--- src/rtl/cache_pkg.sv ---
// Shared definitions for the cache read-port arbiter: FSM encodings, read types
// and a small modular-increment helper.
package cache_pkg;

    typedef enum logic [2:0] {
        ARB_IDLE  = 3'b001,
        ARB_ISSUE = 3'b010,
        ARB_RESP  = 3'b100
    } arb_state_e;

    localparam logic [2:0] RD_TYPE_LINE = 3'b100;
    localparam logic [2:0] RD_TYPE_WORD = 3'b010;

    function automatic int unsigned wrap_inc(input int unsigned v, input int unsigned n);
        return (v + 1 >= n) ? 0 : v + 1;
    endfunction

endpackage

--- src/rtl/arb_pick.sv ---
// Combinational winner selection. CACHE_ARB_RR_EN selects round-robin from ptr_i;
// otherwise fixed priority with the highest index winning.
module arb_pick #(
    parameter int NREQ = 2,
    parameter int PW   = $clog2(NREQ)
) (
    input  logic [NREQ-1:0] req_i,
`ifdef CACHE_ARB_RR_EN
    input  logic [PW-1:0]   ptr_i,
`endif
    output logic [PW-1:0]   idx_o,
    output logic            valid_o
);

`ifdef CACHE_ARB_RR_EN
    int j;
`endif

    always_comb begin
        idx_o   = '0;
        valid_o = |req_i;
`ifdef CACHE_ARB_RR_EN
        j = 0;
        // Scan from farthest to nearest so the first requester at/after ptr_i wins.
        for (int k = NREQ - 1; k >= 0; k--) begin
            j = int'(ptr_i) + k;
            if (j >= NREQ) j = j - NREQ;
            if (req_i[j]) idx_o = PW'(j);
        end
`else
        for (int i = 0; i < NREQ; i++) begin
            if (req_i[i]) idx_o = PW'(i);
        end
`endif
    end

endmodule

--- src/rtl/cache_rd_arbiter.sv ---
// Shares one memory-side read port among NREQ cache clients, one transaction at a time.
// Define CACHE_ARB_RR_EN for round-robin arbitration; default is fixed priority.
module cache_rd_arbiter
    import cache_pkg::*;
#(
    parameter int NREQ = 2
) (
    input  logic                 clk,
    input  logic                 reset,
    input  logic [NREQ-1:0]      req_rd_req,
    input  logic [3*NREQ-1:0]    req_rd_type,
    input  logic [32*NREQ-1:0]   req_rd_addr,
    output logic [NREQ-1:0]      req_rd_rdy,
    output logic [NREQ-1:0]      req_ret_valid,
    output logic [NREQ-1:0]      req_ret_last,
    output logic [31:0]          req_ret_data,
    output logic                 mem_rd_req,
    output logic [2:0]           mem_rd_type,
    output logic [31:0]          mem_rd_addr,
    input  logic                 mem_rd_rdy,
    input  logic                 mem_ret_valid,
    input  logic                 mem_ret_last,
    input  logic [31:0]          mem_ret_data,
    output logic [2:0]           dbg_state_o
);

    localparam int PW = $clog2(NREQ);

    arb_state_e        state_q, state_d;
    logic [PW-1:0]     grant_q, grant_d;
    logic [2:0]        type_q, type_d;
    logic [31:0]       addr_q, addr_d;
    logic [PW-1:0]     pick_idx;
    logic              pick_valid;
    logic              arb_now;
    logic [2:0]        sel_type;
    logic [31:0]       sel_addr;
    logic [NREQ-1:0]   grant_oh;

`ifdef CACHE_ARB_RR_EN
    logic [PW-1:0]     ptr_q, ptr_d;
`endif

    arb_pick #(.NREQ(NREQ), .PW(PW)) u_pick (
        .req_i   (req_rd_req),
`ifdef CACHE_ARB_RR_EN
        .ptr_i   (ptr_q),
`endif
        .idx_o   (pick_idx),
        .valid_o (pick_valid)
    );

    always_comb begin
        sel_type = '0;
        sel_addr = '0;
        for (int i = 0; i < NREQ; i++) begin
            if (PW'(i) == pick_idx) begin
                sel_type = req_rd_type[i*3 +: 3];
                sel_addr = req_rd_addr[i*32 +: 32];
            end
        end
    end

    // Re-arbitrate on the final return beat so a pending request issues with no bubble.
    assign arb_now = (state_q == ARB_IDLE) ||
                     (state_q == ARB_RESP && mem_ret_valid && mem_ret_last);

    always_comb begin
        state_d = state_q;
        grant_d = grant_q;
        type_d  = type_q;
        addr_d  = addr_q;
`ifdef CACHE_ARB_RR_EN
        ptr_d   = ptr_q;
`endif
        if (arb_now) begin
            if (pick_valid) begin
                grant_d = pick_idx;
                type_d  = sel_type;
                addr_d  = sel_addr;
                state_d = ARB_ISSUE;
            end else begin
                state_d = ARB_IDLE;
            end
        end else if (state_q == ARB_ISSUE && mem_rd_rdy) begin
            state_d = ARB_RESP;
`ifdef CACHE_ARB_RR_EN
            ptr_d   = PW'(wrap_inc(int'(grant_q), NREQ));
`endif
        end
    end

    always_ff @(posedge clk) begin
        if (reset) begin
            state_q <= ARB_IDLE;
            grant_q <= '0;
            type_q  <= '0;
            addr_q  <= '0;
`ifdef CACHE_ARB_RR_EN
            ptr_q   <= '0;
`endif
        end else begin
            state_q <= state_d;
            grant_q <= grant_d;
            type_q  <= type_d;
            addr_q  <= addr_d;
`ifdef CACHE_ARB_RR_EN
            ptr_q   <= ptr_d;
`endif
        end
    end

    assign grant_oh      = {{(NREQ-1){1'b0}}, 1'b1} << grant_q;
    assign mem_rd_req    = (state_q == ARB_ISSUE);
    assign mem_rd_type   = mem_rd_req ? type_q : 3'b000;
    assign mem_rd_addr   = mem_rd_req ? addr_q : 32'h0;
    assign req_rd_rdy    = (mem_rd_req && mem_rd_rdy) ? grant_oh : '0;
    assign req_ret_valid = (state_q == ARB_RESP && mem_ret_valid) ? grant_oh : '0;
    assign req_ret_last  = (state_q == ARB_RESP && mem_ret_valid && mem_ret_last) ? grant_oh : '0;
    assign req_ret_data  = mem_ret_data;
    assign dbg_state_o   = state_q;

endmodule

--- config.mk ---
export PLATFORM = sky130hd
export DESIGN_NAME = cache_rd_arbiter
export DESIGN_NICKNAME = d
export VERILOG_FILES = /design/src/rtl/cache_pkg.sv /design/src/rtl/arb_pick.sv /design/src/rtl/cache_rd_arbiter.sv
export SDC_FILE = /design/constraint.sdc
export NUM_CORES = 1
export LEC_CHECK = 0
export BUFFER_PORTS_ARGS = -buffer_cell sky130_fd_sc_hd__buf_2
export CAP_MARGIN = 5
export CORE_MARGIN = 3
export CORE_UTILIZATION = 25
export CTS_CLUSTER_SIZE = 30
export DETAILED_ROUTE_END_ITERATION = 16
export PLACE_DENSITY_LB_ADDON = 0.2
export SLEW_MARGIN = 0
export SYNTH_ARGS = -nofsm -noshare
export SYNTH_HDL_FRONTEND = slang
export SYNTH_SLANG_ARGS = --single-unit
--- constraint.sdc ---
create_clock -name clk -period 3.5 [get_ports clk]
set_input_delay 0.175 -clock clk [delete_from_list [all_inputs] [get_ports clk]]
set_output_delay 0.175 -clock clk [all_outputs]
set_load 0.02 [all_outputs]
==> results.cfg <==
[status]
status = finished clean

[logic_synthesis]
ys_seq_elements = 39
synth_fp_nets = 409
synth_cell_types = 35
syn_avg_cell_area_um2 = 9.313
ys_seq_area_share_pct = 27.94
syn-instance-count = 300
ys_warn_count = 0
syn_area_um2 = 2794

[global_routing]
grt_pass1_vias = 2343
grt_use_met3_pct = 3.696
grt_start_max_net_pins = 72
use_met1_pct = 12.40
busiest_layer = met2
antenna_found_initial = 0
met2_usage_pct = 18.59
grt_usage_pct = 10.73
grt-ovfl-total = 0
grt_first_pass_wirelength_um = 11300

[place]
dpl_cell_area_um2 = 3132
globalplace.congestion = 0.6877
placedCellCount = 501
io_buffers = 121
post-place-ws_ns = 1.445
hpwl_um = 4756

[min_path]
min_path_type = input pin to flop

[cts]
cts-hold-fix-buffers = 0
htree_num_levels = 2
ctsRootBufferMaster = clkbuf_8
clk_pin_slew_ns = 0.07
cts_sinks = 39
clk_latency_ns = 0.28
clk_path_buf_depth = 2
cts_setup_buffers = 0
cts_tree = built
ctsResizeCount = 0
cts_made_buffers = 5

[layout]
area_growth_pct = 15.23
final_nets = 481
layout-drive-gt1-share_pct = 44.62
fill_cells = 1129
final_area_um2 = 3219
antennaDiodeCount = 0
multiInputGateArea_um2 = 1414
regArea_um2 = 780.7
fin_cells = 508

[timing]
setup_ws_ns = 1.446
period_minus_slack_ns = 2.054
setup_tns_ns = 0
rsz0062_at_grt = false
finalMaxSlewViolations = 0
fin_crit_sh_pct = 58.68
max_freq_mhz = 486.9
worst_slew_margin_rel_pct = 31.21
setup_viol = 0
worstMarginPinSlew_ns = 1.032
hold_viol_final = 0
fin_skew_ns = 0.003269

[routing]
dr.pass1.iters = 4
post_drt_wl_per_cell_um = 13.11
drc = 0
vias = 2242
postRouteAntennaNets = 0
drtIter0Drc = 63
wl_um = 6662
via_per_inst = 4.413

[critical_path]
crit_type = flop to flop
rrSetupSlack_ns = 1.45
worstSetupEndpointType = flop
required_ns = 3.61
critPathMaxFanout = 24
cp-start-kind = flop
critPathArrivalTime_ns = 2.17

[floorplan]
die_h_um = 111.7
row_count = 37
ios = 186
dieArea_um2 = 12480
core_area_um2 = 10600
start_util_pct = 26.35
die_w_um = 111.7

[pwr]
ir_drop_uv = 140.8
p_leak_nw = 1.496
power_density_nw_per_um2 = 375.9

[flow_run]
cap_violations = 0
-- metal layers --
metal  routed length, um  vias up
li1                    -     1158
met1                2880      978
met2                3098       89
met3                 606       17
met4                  77        0
met5                   0        -
-- cell type report --
cell class / count / area share, %
multi-input combinational: 165 / 43.92
sequential: 39 / 24.25
timing repair buffer: 124 / 19.51
tap: 136 / 5.286
inverter: 37 / 4.314
clock buffer: 6 / 2.565
clock inverter: 1 / 0.1555
-- state kept, by name, summed over array words and instances, names as in the netlist --
register,count
type_q,3
grant_q,1
dbg_state_o,3
addr_q,32
-- kinds of logic after synthesis --
group	Yosys count	synth area share, %
and+or+nand+nor	86	21.41
buffers and inverters	96	21.94
AOI/OAI and AO/OA	79	28.71
DFF	39	27.94
-- worst max-delay path: stages, from the launching register on --
cell and delay [ns]:
dfxtp_1 0.48, nand4b_4 0.17, a21oi_4 0.73, buf_4 0.39
a221oi_2 0.09
-- synthesized netlist by cell type (all sizes together) --
cell type	count	area (um2)
buf	39	322.8
dfxtp	39	780.8
inv	37	138.9
a221oi	35	475.5
and2	35	219.0
o31ai	35	262.8
or2b	20	150.1
nand2b	17	113.9
clkbuf	11	61.31
dlygate4sd1	6	52.55
a21oi	4	23.77
and3	3	20.02
dlymetal6s2s	3	37.54
nor2	2	7.510
nor3b	2	15.01
a211o	1	8.760
a21o	1	7.510
and3b	1	8.760
and4	1	8.760
and4b	1	10.01
nand2	1	3.750
nand4b	1	23.77
nor3	1	5.000
o21a	1	7.510
o21bai	1	7.510
o31a	1	8.760
or4bb	1	12.51
-- path summary, 6_finish.rpt --
path / start / endpoint / cells past startpoint
max reg2reg: dbg_state_o[2] / addr_q[9] / 4
min: mem_rd_rdy / dbg_state_o[2] / 3
min reg2reg: addr_q[4] / addr_q[4] / 2
max: dbg_state_o[2] / addr_q[9] / 4
-- power by group --
group	switching [mW]	total, mW	leakage [nW]	internal, mW
registers	0.0360	0.546	0.324	0.510
logic	0.209	0.365	1.13	0.155
clock network	0.145	0.300	0.0470	0.155
total	0.391	1.21	1.50	0.819
-- through the flow --
step                util [%]  power, mW  hold slack (ns)
floorplan                  -     0.9033           0.3641
global placement       29.54     0.9191           0.3501
detailed placement     29.54     0.9271           0.3501
CTS                    30.37      1.239           0.1989
global route           30.37      1.306           0.2108
finish                 30.37      1.210           0.2215
-- cells in the final DEF, fill, tap and decap left out, drive strengths merged --
cell and instances:
nand4b 1, clkinv 1, nor3 1, a21o 1
nand2 1, a221oi 35, and3 3, and4 1
or2b 20, or4bb 1, buf 124, a211o 1
dfxtp 39, inv 37, nand2b 17, and3b 1
nor2 2, clkbuf 6, a21oi 4, o31ai 35
and4b 1, o31a 1, nor3b 2, and2 35
o21bai 1, o21a 1
Power figures use the tool's default switching activity.
